$ cat src/rtl/truss_watchdog_sequencer.sv
// Test-completion and watchdog sequencer: RUN -> DRAIN -> SHUTDOWN handshake -> FINISHED with pass/fail.
// Optional macro TRUSS_WATCHDOG_CULPRIT_EN adds the culprit capture output.

module truss_watchdog_sequencer_param_chk #(
   parameter int N_COMP       = 4,
   parameter int TIMEOUT      = 1000,
   parameter int DRAIN_CYCLES = 16,
   parameter int ACK_TIMEOUT  = 64,
   parameter int CNT_W        = 32
);
   localparam logic [64:0] max_val_c = (65'd1 << CNT_W) - 65'd1;

   if (CNT_W < 2 || CNT_W > 64) begin : g_bad_cnt_w
      $error("CNT_W must be in 2..64");
   end
   if (N_COMP < 1 || N_COMP > 16) begin : g_bad_n_comp
      $error("N_COMP must be in 1..16");
   end
   if (TIMEOUT < 2 || 65'(TIMEOUT) > max_val_c) begin : g_bad_timeout
      $error("TIMEOUT must be >= 2 and fit in CNT_W bits");
   end
   if (DRAIN_CYCLES < 1 || 65'(DRAIN_CYCLES) > max_val_c) begin : g_bad_drain
      $error("DRAIN_CYCLES must be >= 1 and fit in CNT_W bits");
   end
   if (ACK_TIMEOUT < 1 || 65'(ACK_TIMEOUT) > max_val_c) begin : g_bad_ack
      $error("ACK_TIMEOUT must be >= 1 and fit in CNT_W bits");
   end
endmodule

module truss_watchdog_sequencer #(
   parameter int N_COMP       = 4,
   parameter int TIMEOUT      = 1000,
   parameter int DRAIN_CYCLES = 16,
   parameter int ACK_TIMEOUT  = 64,
   parameter int CNT_W        = 32
) (
   input  logic              clk,
   input  logic              reset,
   input  logic              start,
   input  logic [N_COMP-1:0] heartbeat,
   input  logic [N_COMP-1:0] done,
   input  logic [N_COMP-1:0] shut_ack,
   output logic              shutdown_req,
   output logic              finished,
   output logic              pass,
   output logic              timed_out,
   output logic [2:0]        state,
   output logic [CNT_W-1:0]  idle_cnt
`ifdef TRUSS_WATCHDOG_CULPRIT_EN
   ,
   output logic [N_COMP-1:0] culprit
`endif
);

   typedef enum logic [2:0] {
      ST_IDLE     = 3'd0,
      ST_RUN      = 3'd1,
      ST_DRAIN    = 3'd2,
      ST_SHUTDOWN = 3'd3,
      ST_FINISHED = 3'd4
   } state_t;

   localparam logic [CNT_W-1:0] cnt_zero_c     = {CNT_W{1'b0}};
   localparam logic [CNT_W-1:0] cnt_one_c      = {{(CNT_W-1){1'b0}}, 1'b1};
   localparam logic [CNT_W-1:0] timeout_last_c = CNT_W'(TIMEOUT - 1);
   localparam logic [CNT_W-1:0] drain_last_c   = CNT_W'(DRAIN_CYCLES - 1);
   localparam logic [CNT_W-1:0] ack_last_c     = CNT_W'(ACK_TIMEOUT - 1);

   truss_watchdog_sequencer_param_chk #(
      .N_COMP      (N_COMP),
      .TIMEOUT     (TIMEOUT),
      .DRAIN_CYCLES(DRAIN_CYCLES),
      .ACK_TIMEOUT (ACK_TIMEOUT),
      .CNT_W       (CNT_W)
   ) u_param_chk ();

   function automatic logic [CNT_W-1:0] sat_inc(input logic [CNT_W-1:0] v);
      if (v == {CNT_W{1'b1}}) begin
         return v;
      end else begin
         return v + cnt_one_c;
      end
   endfunction

   state_t           state_r, state_s;
   logic [CNT_W-1:0] idle_cnt_r, idle_cnt_s;
   logic [CNT_W-1:0] drain_cnt_r, drain_cnt_s;
   logic [CNT_W-1:0] ack_cnt_r, ack_cnt_s;
   logic             shutdown_req_r, shutdown_req_s;
   logic             finished_r, finished_s;
   logic             pass_r, pass_s;
   logic             timed_out_r, timed_out_s;
`ifdef TRUSS_WATCHDOG_CULPRIT_EN
   logic [N_COMP-1:0] culprit_r, culprit_s;
`endif

   logic             hb_any_s, all_done_s, all_ack_s, wd_expire_s;
   logic [CNT_W-1:0] idle_step_s;

   assign hb_any_s    = |heartbeat;
   assign all_done_s  = &done;
   assign all_ack_s   = &shut_ack;
   // The watchdog fires on the last idle count only if no heartbeat rescues it this cycle.
   assign wd_expire_s = (idle_cnt_r == timeout_last_c) && !hb_any_s;
   assign idle_step_s = hb_any_s ? cnt_zero_c : sat_inc(idle_cnt_r);

   // Next-state and next-output computation for the sequencer.
   always_comb begin
      state_s        = state_r;
      idle_cnt_s     = idle_cnt_r;
      drain_cnt_s    = drain_cnt_r;
      ack_cnt_s      = ack_cnt_r;
      shutdown_req_s = shutdown_req_r;
      finished_s     = finished_r;
      pass_s         = pass_r;
      timed_out_s    = timed_out_r;
`ifdef TRUSS_WATCHDOG_CULPRIT_EN
      culprit_s      = culprit_r;
`endif
      case (state_r)
         ST_IDLE: begin
            idle_cnt_s  = cnt_zero_c;
            drain_cnt_s = cnt_zero_c;
            ack_cnt_s   = cnt_zero_c;
            if (start) begin
               state_s = ST_RUN;
            end else begin
               state_s = ST_IDLE;
            end
         end
         ST_RUN, ST_DRAIN: begin
            idle_cnt_s = idle_step_s;
            if (wd_expire_s) begin
               state_s        = ST_SHUTDOWN;
               shutdown_req_s = 1'b1;
               timed_out_s    = 1'b1;
               drain_cnt_s    = cnt_zero_c;
               ack_cnt_s      = cnt_zero_c;
`ifdef TRUSS_WATCHDOG_CULPRIT_EN
               culprit_s      = ~done;
`endif
            end else if (!all_done_s) begin
               state_s     = ST_RUN;
               drain_cnt_s = cnt_zero_c;
            end else if (state_r == ST_RUN) begin
               state_s     = ST_DRAIN;
               drain_cnt_s = cnt_zero_c;
            end else if (drain_cnt_r == drain_last_c) begin
               state_s        = ST_SHUTDOWN;
               shutdown_req_s = 1'b1;
               drain_cnt_s    = cnt_zero_c;
               ack_cnt_s      = cnt_zero_c;
            end else begin
               drain_cnt_s = drain_cnt_r + cnt_one_c;
            end
         end
         ST_SHUTDOWN: begin
            idle_cnt_s = idle_step_s;
            // Acks are checked first so a last-moment full ack beats the ack timeout.
            if (all_ack_s) begin
               state_s        = ST_FINISHED;
               shutdown_req_s = 1'b0;
               finished_s     = 1'b1;
               pass_s         = !timed_out_r;
            end else if (ack_cnt_r == ack_last_c) begin
               state_s        = ST_FINISHED;
               shutdown_req_s = 1'b0;
               finished_s     = 1'b1;
               pass_s         = 1'b0;
               timed_out_s    = 1'b1;
`ifdef TRUSS_WATCHDOG_CULPRIT_EN
               culprit_s      = ~shut_ack;
`endif
            end else begin
               ack_cnt_s = ack_cnt_r + cnt_one_c;
            end
         end
         ST_FINISHED: begin
            state_s = ST_FINISHED;
         end
         default: begin
            state_s        = ST_IDLE;
            idle_cnt_s     = cnt_zero_c;
            drain_cnt_s    = cnt_zero_c;
            ack_cnt_s      = cnt_zero_c;
            shutdown_req_s = 1'b0;
         end
      endcase
   end

   // State, counter and output registers with synchronous reset.
   always_ff @(posedge clk) begin
      if (reset) begin
         state_r        <= ST_IDLE;
         idle_cnt_r     <= cnt_zero_c;
         drain_cnt_r    <= cnt_zero_c;
         ack_cnt_r      <= cnt_zero_c;
         shutdown_req_r <= 1'b0;
         finished_r     <= 1'b0;
         pass_r         <= 1'b0;
         timed_out_r    <= 1'b0;
`ifdef TRUSS_WATCHDOG_CULPRIT_EN
         culprit_r      <= {N_COMP{1'b0}};
`endif
      end else begin
         state_r        <= state_s;
         idle_cnt_r     <= idle_cnt_s;
         drain_cnt_r    <= drain_cnt_s;
         ack_cnt_r      <= ack_cnt_s;
         shutdown_req_r <= shutdown_req_s;
         finished_r     <= finished_s;
         pass_r         <= pass_s;
         timed_out_r    <= timed_out_s;
`ifdef TRUSS_WATCHDOG_CULPRIT_EN
         culprit_r      <= culprit_s;
`endif
      end
   end

   assign state        = state_r;
   assign idle_cnt     = idle_cnt_r;
   assign shutdown_req = shutdown_req_r;
   assign finished     = finished_r;
   assign pass         = pass_r;
   assign timed_out    = timed_out_r;
`ifdef TRUSS_WATCHDOG_CULPRIT_EN
   assign culprit      = culprit_r;
`endif

endmodule

$ cat config.mk
export PLATFORM = sky130hd
export DESIGN_NAME = truss_watchdog_sequencer
export DESIGN_NICKNAME = d
export VERILOG_FILES = /design/src/rtl/truss_watchdog_sequencer.sv
export SDC_FILE = /design/constraint.sdc
export NUM_CORES = 1
export LEC_CHECK = 0
export CORE_ASPECT_RATIO = 1.75
export CORE_MARGIN = 2
export CORE_UTILIZATION = 55
export CTS_CLUSTER_SIZE = 8
export DETAILED_ROUTE_END_ITERATION = 7
export MAX_ROUTING_LAYER = met4
export PLACE_DENSITY = 0.77
export SLEW_MARGIN = 10
export SYNTH_ARGS = -nofsm -noshare
export SYNTH_HDL_FRONTEND = slang
export SYNTH_SLANG_ARGS = --single-unit
export TNS_END_PERCENT = 1
$ cat constraint.sdc
create_clock -name clk -period 4.75 [get_ports clk]
set_input_delay 0.95 -clock clk [delete_from_list [all_inputs] [get_ports clk]]
set_output_delay 0.95 -clock clk [all_outputs]
set_load 0.03 [all_outputs]
## Yosys cells after proc, flatten, opt, wreduce, memory -nomap -nowiden

Cells that the tools add are included.

| storage, ports and cells | value |
|---|---|
| output and inout port bits | 39 |
| bits in registers | 103 |
| word-level logic and storage cells | 86 |
| bits of input ports | 15 |

| cells by class | value |
|---|---|
| eq/ne operators | 18 |
| add/subtract/negate cells | 3 |
| mux-type cells | 36 |
| reduce and logical (&&, ||, !) cells | 19 |
| bitwise logic cells | 2 |

Operator list:

| operator | count |
|---|---|
| $mux 32 | 12 |
| $pmux 32 s2 | 2 |
| $add 32x1->32 const B | 3 |
| $pmux 32 s3 | 1 |
| $eq 32x10->1 const B | 1 |
| $eq 32x32->1 const B | 1 |
| $eq 32x4->1 const B | 1 |
| $eq 32x6->1 const B | 1 |
| $mux 3 | 6 |
| $ne 3x3->1 const B | 5 |
| $mux 1 | 12 |
| $pmux 3 s4 | 1 |
| $reduce_and 4->1 | 3 |
| $ne 2x2->1 const B | 4 |
| $eq 3x2->1 const B | 2 |
| $reduce_and 2->1 | 3 |
| $reduce_and 6->1 | 1 |
| $reduce_or 2->1 | 3 |
| $ne 5x5->1 const B | 1 |
| $reduce_and 5->1 | 1 |
| $reduce_bool 2->1 | 2 |
| $reduce_or 4->1 | 1 |
| $eq 3x1->1 const B | 1 |
| $eq 3x3->1 const B | 1 |
| other kinds (7) | 9 |

## Longest topological paths before layout

| logic depth | value |
|---|---|
| word-level depth | 6 |
| depth in mapped cells | 9 |
| mapped depth without buffers | 7 |

## Worst setup path after synthesis

Ideal clock, no wire load.

| timing | value |
|---|---|
| path kind | input to register |
| from | input port heartbeat[1] |
| to | register drain_cnt_r[10] |
| data arrival time | 2.644 ns |
| setup slack | 1.988 ns |
| stages | 7 |
| required time | 4.633 ns |
| cells stage by stage | or4_4 > nand4b_4 > nor3_4 > nor4_1 > nor3_4 > buf_2 > nor2_1 |

| between the ends | value |
|---|---|
| word-level cells in the longest chain between the ends | 5 |

RTL lines:

| item | RTL line | source |
|---|---|---|
| start, declared | 40 | `input logic [N_COMP-1:0] heartbeat,` |
| $reduce_or 4->1 | 100 | `assign hb_any_s = \|heartbeat;` |
| $logic_not 1->1 | 104 | `assign wd_expire_s = (idle_cnt_r == timeout_last_c) && !hb_any_s;` |
| $logic_and 1x1->1 | 104 |  |
| $mux 32 | 133 | `if (wd_expire_s) begin` |
| $pmux 32 s2 | 120 | `case (state_r)` |
| end signal, assigned | 196 | `drain_cnt_r <= cnt_zero_c;` |
| end signal, assigned | 208 | `drain_cnt_r <= drain_cnt_s;` |
| end, declared | 87 | `logic [CNT_W-1:0] drain_cnt_r, drain_cnt_s;` |

Every way passes these cells.
A chain may end at the register's enable or synchronous reset.

## Worst setup path after layout

| timing | value |
|---|---|
| from | input port heartbeat[1] |
| to | register ack_cnt_r[25] |

| between the ends | value |
|---|---|
| word-level cells in the longest chain between the ends | 5 |

RTL lines:

| item | RTL line | source |
|---|---|---|
| $reduce_or 4->1 * | 100 |  |
| $logic_not 1->1 * | 104 |  |
| $logic_and 1x1->1 * | 104 |  |
| $ne 3x3->1 (no line) or $mux 32 (tied branches) | - |  |
| $reduce_and 6->1 (no line) or $pmux 32 s3 (tied branches) | - |  |
| end signal, assigned | 197 | `ack_cnt_r <= cnt_zero_c;` |
| end signal, assigned | 209 | `ack_cnt_r <= ack_cnt_s;` |
| end, declared | 88 | `logic [CNT_W-1:0] ack_cnt_r, ack_cnt_s;` |

Every way passes the cells marked *; elsewhere a longest branch is shown, timed or not.

==> out/metrics.csv <==
stage,metric,value,unit
run_status,outcome,"finished, final reports clean",
cells_and_area,P&R area growth vs syn,15.6,%
sta,Worst Tran Pin Value,0.981,ns
drt,DRC errors left,0,
clocking,Post-CTS Setup Inserts,0,
worst_setup_path,"slowest stage cell, crit path",or4_4,
sta,Slew HR,33.7,%
power_and_ir_drop,Clock power frac,45.4,%
sta,Max Freq,292,MHz
worst_setup_path,"slowest stage delay, CP",0.58,ns
clocking,CTS tree,done,
logic_synthesis,Synth area leader,dfxtp_1,
placement,placed inst area,6160,um^2
grt,number of global-route vias before repair,5420,
sta,Setup TNS Final,0,ns
placement,IO buf count,53,
worst_setup_path,"most used cell, CP",buf_4,
clocking,Max clock buf depth,2,
worst_setup_path,nature of the critical path startpoint,primary input,
power_and_ir_drop,switch share,23.2,%
clocking,CTS Sinks,103,
clocking,Clock Pin Slew Worst Setup and Hold Paths,0.07,ns
placement,Placed Cells incl. Taps,839,
power_and_ir_drop,Internal,0.00130,W
drt,initial DRC count,399,
min_path,worst hold stages,2,
worst_setup_path,crit path from,heartbeat[1],
power_and_ir_drop,P_leak,1.90,nW
placement,pre-CTS WS,0.984,ns
grt,largest net degree at the start of global routing,55,
clocking,Worst-Skew Late Latency,0.36,ns
clocking,post-CTS sizing,0,
worst_setup_path,"Arr. time, crit path",3.64,ns
logic_synthesis,register bit total from synthesis,103,
power_and_ir_drop,Logic pwr share,3.4,%
logic_synthesis,asr flop ratio synth,0,%
floorplan,Die H,137,um
worst_setup_path,CP required,4.96,ns
power_and_ir_drop,sw power,0.000393,W
clocking,htree depth,3,
power_and_ir_drop,power density cells,262,nW/um^2
logic_synthesis,top post-synthesis cells by area,"dfxtp_1 (37%), nand2_1 (5.2%), nor2_1 (4.9%)",
cells_and_area,sequential cell area,2060,um^2
cells_and_area,fin nets,743,
logic_synthesis,Syn Std Cell Area,5590,um^2
cells_and_area,Final Non-Filler Cells,855,
cells_and_area,"commonest non-fill, non-tap cell in the layout",dfxtp_1,
placement,DP Wirelength,11100,um
grt,initial antenna violation count,0,
floorplan,die width,80.2,um
worst_setup_path,worst r2r src,state[1],
logic_synthesis,syn_nets,714,
sta,Finish-stage setup viols,0,
power_and_ir_drop,total power,0.00170,W
worst_setup_path,crit path capture,ack_cnt_r[25],
sta,Clock Skew,0.00715,ns
drt,routed via count,5708,
cells_and_area,layout cell share with drive strength beyond 1,6.30,%
logic_synthesis,mux contribution to synthesized area,0,%
drt,drt total wl,15700,um
power_and_ir_drop,sequential share of power,51.2,%
worst_setup_path,crit path capture type,register,
worst_setup_path,reg-to-reg endpoint,ack_cnt_r[25],
floorplan,I/O pin total,54,
logic_synthesis,Post-Synth XOR/XNOR Area,5.17,%
clocking,root buf cell,clkbuf_16,
logic_synthesis,Most used DFF post-synth,dfxtp_1,
logic_synthesis,Synth Area in Compound Gates,20.3,%
logic_synthesis,Adder-Cell Fraction of Synth Area,0.671,%
worst_setup_path,"Cell Chain, Critical Path",clkdlybuf4s50_1 > or4_4 > nand4b_4 > nor3_4 > a2111oi_2 > buf_4 > nor2_1 > buf_4 > a311oi_1,
grt,first-pass GRT wire length,25900,um
worst_setup_path,Worst Path Max Fanout,15,
min_path,class of the worst hold path,register to register,
logic_synthesis,synth warn,0,
logic_synthesis,Yosys top cell area share,36.9,%
logic_synthesis,post-synth cell types,66,
logic_synthesis,largest family of logic cells by synthesized area,simple AND/OR/NAND/NOR gates,
flow_run,max-cap viol count,0,
logic_synthesis,Mapped Cells,696,
grt,gr ovfl total,0,
sta,RSZ-0062 raised after global routing,no,
worst_setup_path,Worst Reg-to-Reg Cells,6,
power_and_ir_drop,Max rail drop VDD,204,uV
floorplan,site row count,48,
clocking,number of buffers created by CTS,9,
grt,GR Util All Layers,30.4,%
cells_and_area,n_diodes,0,
worst_setup_path,reg2reg setup slack,1.53,ns
sta,clock period minus worst slack,3.43,ns
logic_synthesis,sequential share of the synthesized area,36.9,%
sta,Max Slew Vio Count,0,
drt,post-DR wirelength/cell,18.4,um
sta,setup slack after layout,1.32,ns
drt,Final ANT Viol Nets,0,
grt,M3 GR Usage,5.37,%
floorplan,starting density of the core,56.4,%
logic_synthesis,number of flops mapped to enable cells by yosys,0,
logic_synthesis,Post-Synth Simple-Gate Area,33.3,%
sta,Hold Fails Final Rpt,0,
cells_and_area,Filler Cells Inserted,850,
floorplan,CORE AREA,9910,um^2
logic_synthesis,Avg Inst Size Synth,8.04,um^2
placement,gpl congestion,0.926,
cells_and_area,multi-input logic area,3330,um^2
floorplan,area of the die,11000,um^2
grt,gr busiest metal,met2,
worst_setup_path,WS Path Type,primary input to register,
drt,Vias/cell,6.68,
grt,M1 GR Usage,32.5,%
clocking,hold_buf cts,0,
cells_and_area,design area,6470,um^2
cells_and_area,"commonest cells after routing, fill and taps aside","dfxtp_1 (103), nand2_1 (77), nor2_1 (72)",
grt,GR Util met2,53.0,%
sta,fin crit share,72.2,%
drt,1st-pass router iterations,5,
worst min path at each step:
| stage | from | end | slack (ns) |
|---|---|---|---|
| floorplan | ack_cnt_r[31] | ack_cnt_r[31] | 0.45 |
| global placement | drain_cnt_r[1] | drain_cnt_r[1] | 0.47 |
| detailed placement | finished | finished | 0.48 |
| CTS | finished | finished | 0.51 |
| global route | ack_cnt_r[0] | ack_cnt_r[0] | 0.52 |
| finish | finished | finished | 0.49 |
Yosys cell counts, types with 2 or more instances:
| cell type | number |
|---|---|
| a41oi_1 | 8 |
| ha_1 | 3 |
| or3_1 | 10 |
| o311a_1 | 3 |
| o211ai_1 | 2 |
| o2111ai_1 | 4 |
| inv_1 | 8 |
| o21ai_0 | 30 |
| a31oi_1 | 14 |
| clkbuf_1 | 28 |
| nand4b_1 | 2 |
| xor2_1 | 16 |
| nand3_1 | 40 |
| a31o_2 | 2 |
| buf_2 | 11 |
| nor2b_1 | 3 |
| nor3b_1 | 4 |
| and3_1 | 18 |
| a211oi_1 | 5 |
| a2111oi_2 | 2 |
| nor2_1 | 73 |
| nor4_2 | 2 |
| o31ai_1 | 8 |
| nand3b_1 | 3 |
| nor4bb_1 | 2 |
| a21oi_1 | 41 |
| dfxtp_1 | 103 |
| o21a_1 | 3 |
| a21o_1 | 3 |
| nor4_1 | 21 |
| nor4b_1 | 3 |
| xnor2_1 | 17 |
| nand4_1 | 25 |
| nor3_4 | 2 |
| nor3_1 | 20 |
| or3b_2 | 3 |
| and4_1 | 10 |
| and2_1 | 6 |
| clkbuf_2 | 2 |
| or4_1 | 5 |
| a311oi_1 | 30 |
| nand2_1 | 77 |
power by group through the flow:
stage / clock [W] / sequential, W / combinational (W)
floorplan: 0 / 0.000890 / 0.0000296
global placement: 0 / 0.000888 / 0.0000549
detailed placement: 0 / 0.000888 / 0.0000563
CTS: 0.000774 / 0.000868 / 0.0000566
global route: 0.000808 / 0.000868 / 0.0000608
finish: 0.000770 / 0.000868 / 0.0000572
critical path, delay by kind of cell:
family	cells	cell delay [ns]
buffers and inverters	3	0.95
AND/OR/NAND/NOR	4	1.49
AO/OA/AOI/OAI	2	0.22
routing by layer:
metal / routed length, um / vias to the layer above
met2: 8380 / 231
met1: 5820 / 2736
li1: - / 2699
met3: 942 / 42
met4: 571 / 0
met5: 0 / -
stage by stage:
stage               util (%)  hold slack [ns]
finish                  65.3            0.495
floorplan                  -            0.451
detailed placement      62.2            0.484
CTS                     65.3            0.506
global route            65.3            0.523
global placement        62.2            0.469
flip-flops by register name, summed over array words and instances (netlist names):
register,flops
finished,1
timed_out,1
drain_cnt_r,32
state,3
pass,1
shutdown_req,1
idle_cnt,32
ack_cnt_r,32
cell type report:
cell class / count / area share [%]
clock buffer: 9 / 3.48
tap: 125 / 2.42
inverter: 8 / 0.464
clock inverter: 7 / 1.28
sequential: 103 / 31.9
timing repair buffer: 60 / 8.94
multi-input combinational: 543 / 51.5
kinds of logic (layout without fill, tap and decap cells):
| logic type | after synthesis | after routing |
|---|---|---|
| AND/OR/NAND/NOR | 342 | 342 |
| adder cells (fa/ha/maj) | 3 | 3 |
| buffers and inverters | 50 | 84 |
| XOR/XNOR | 33 | 33 |
| flip-flops | 103 | 103 |
| AO/OA/AOI/OAI | 165 | 165 |
(Power assumes the default switching activity.)
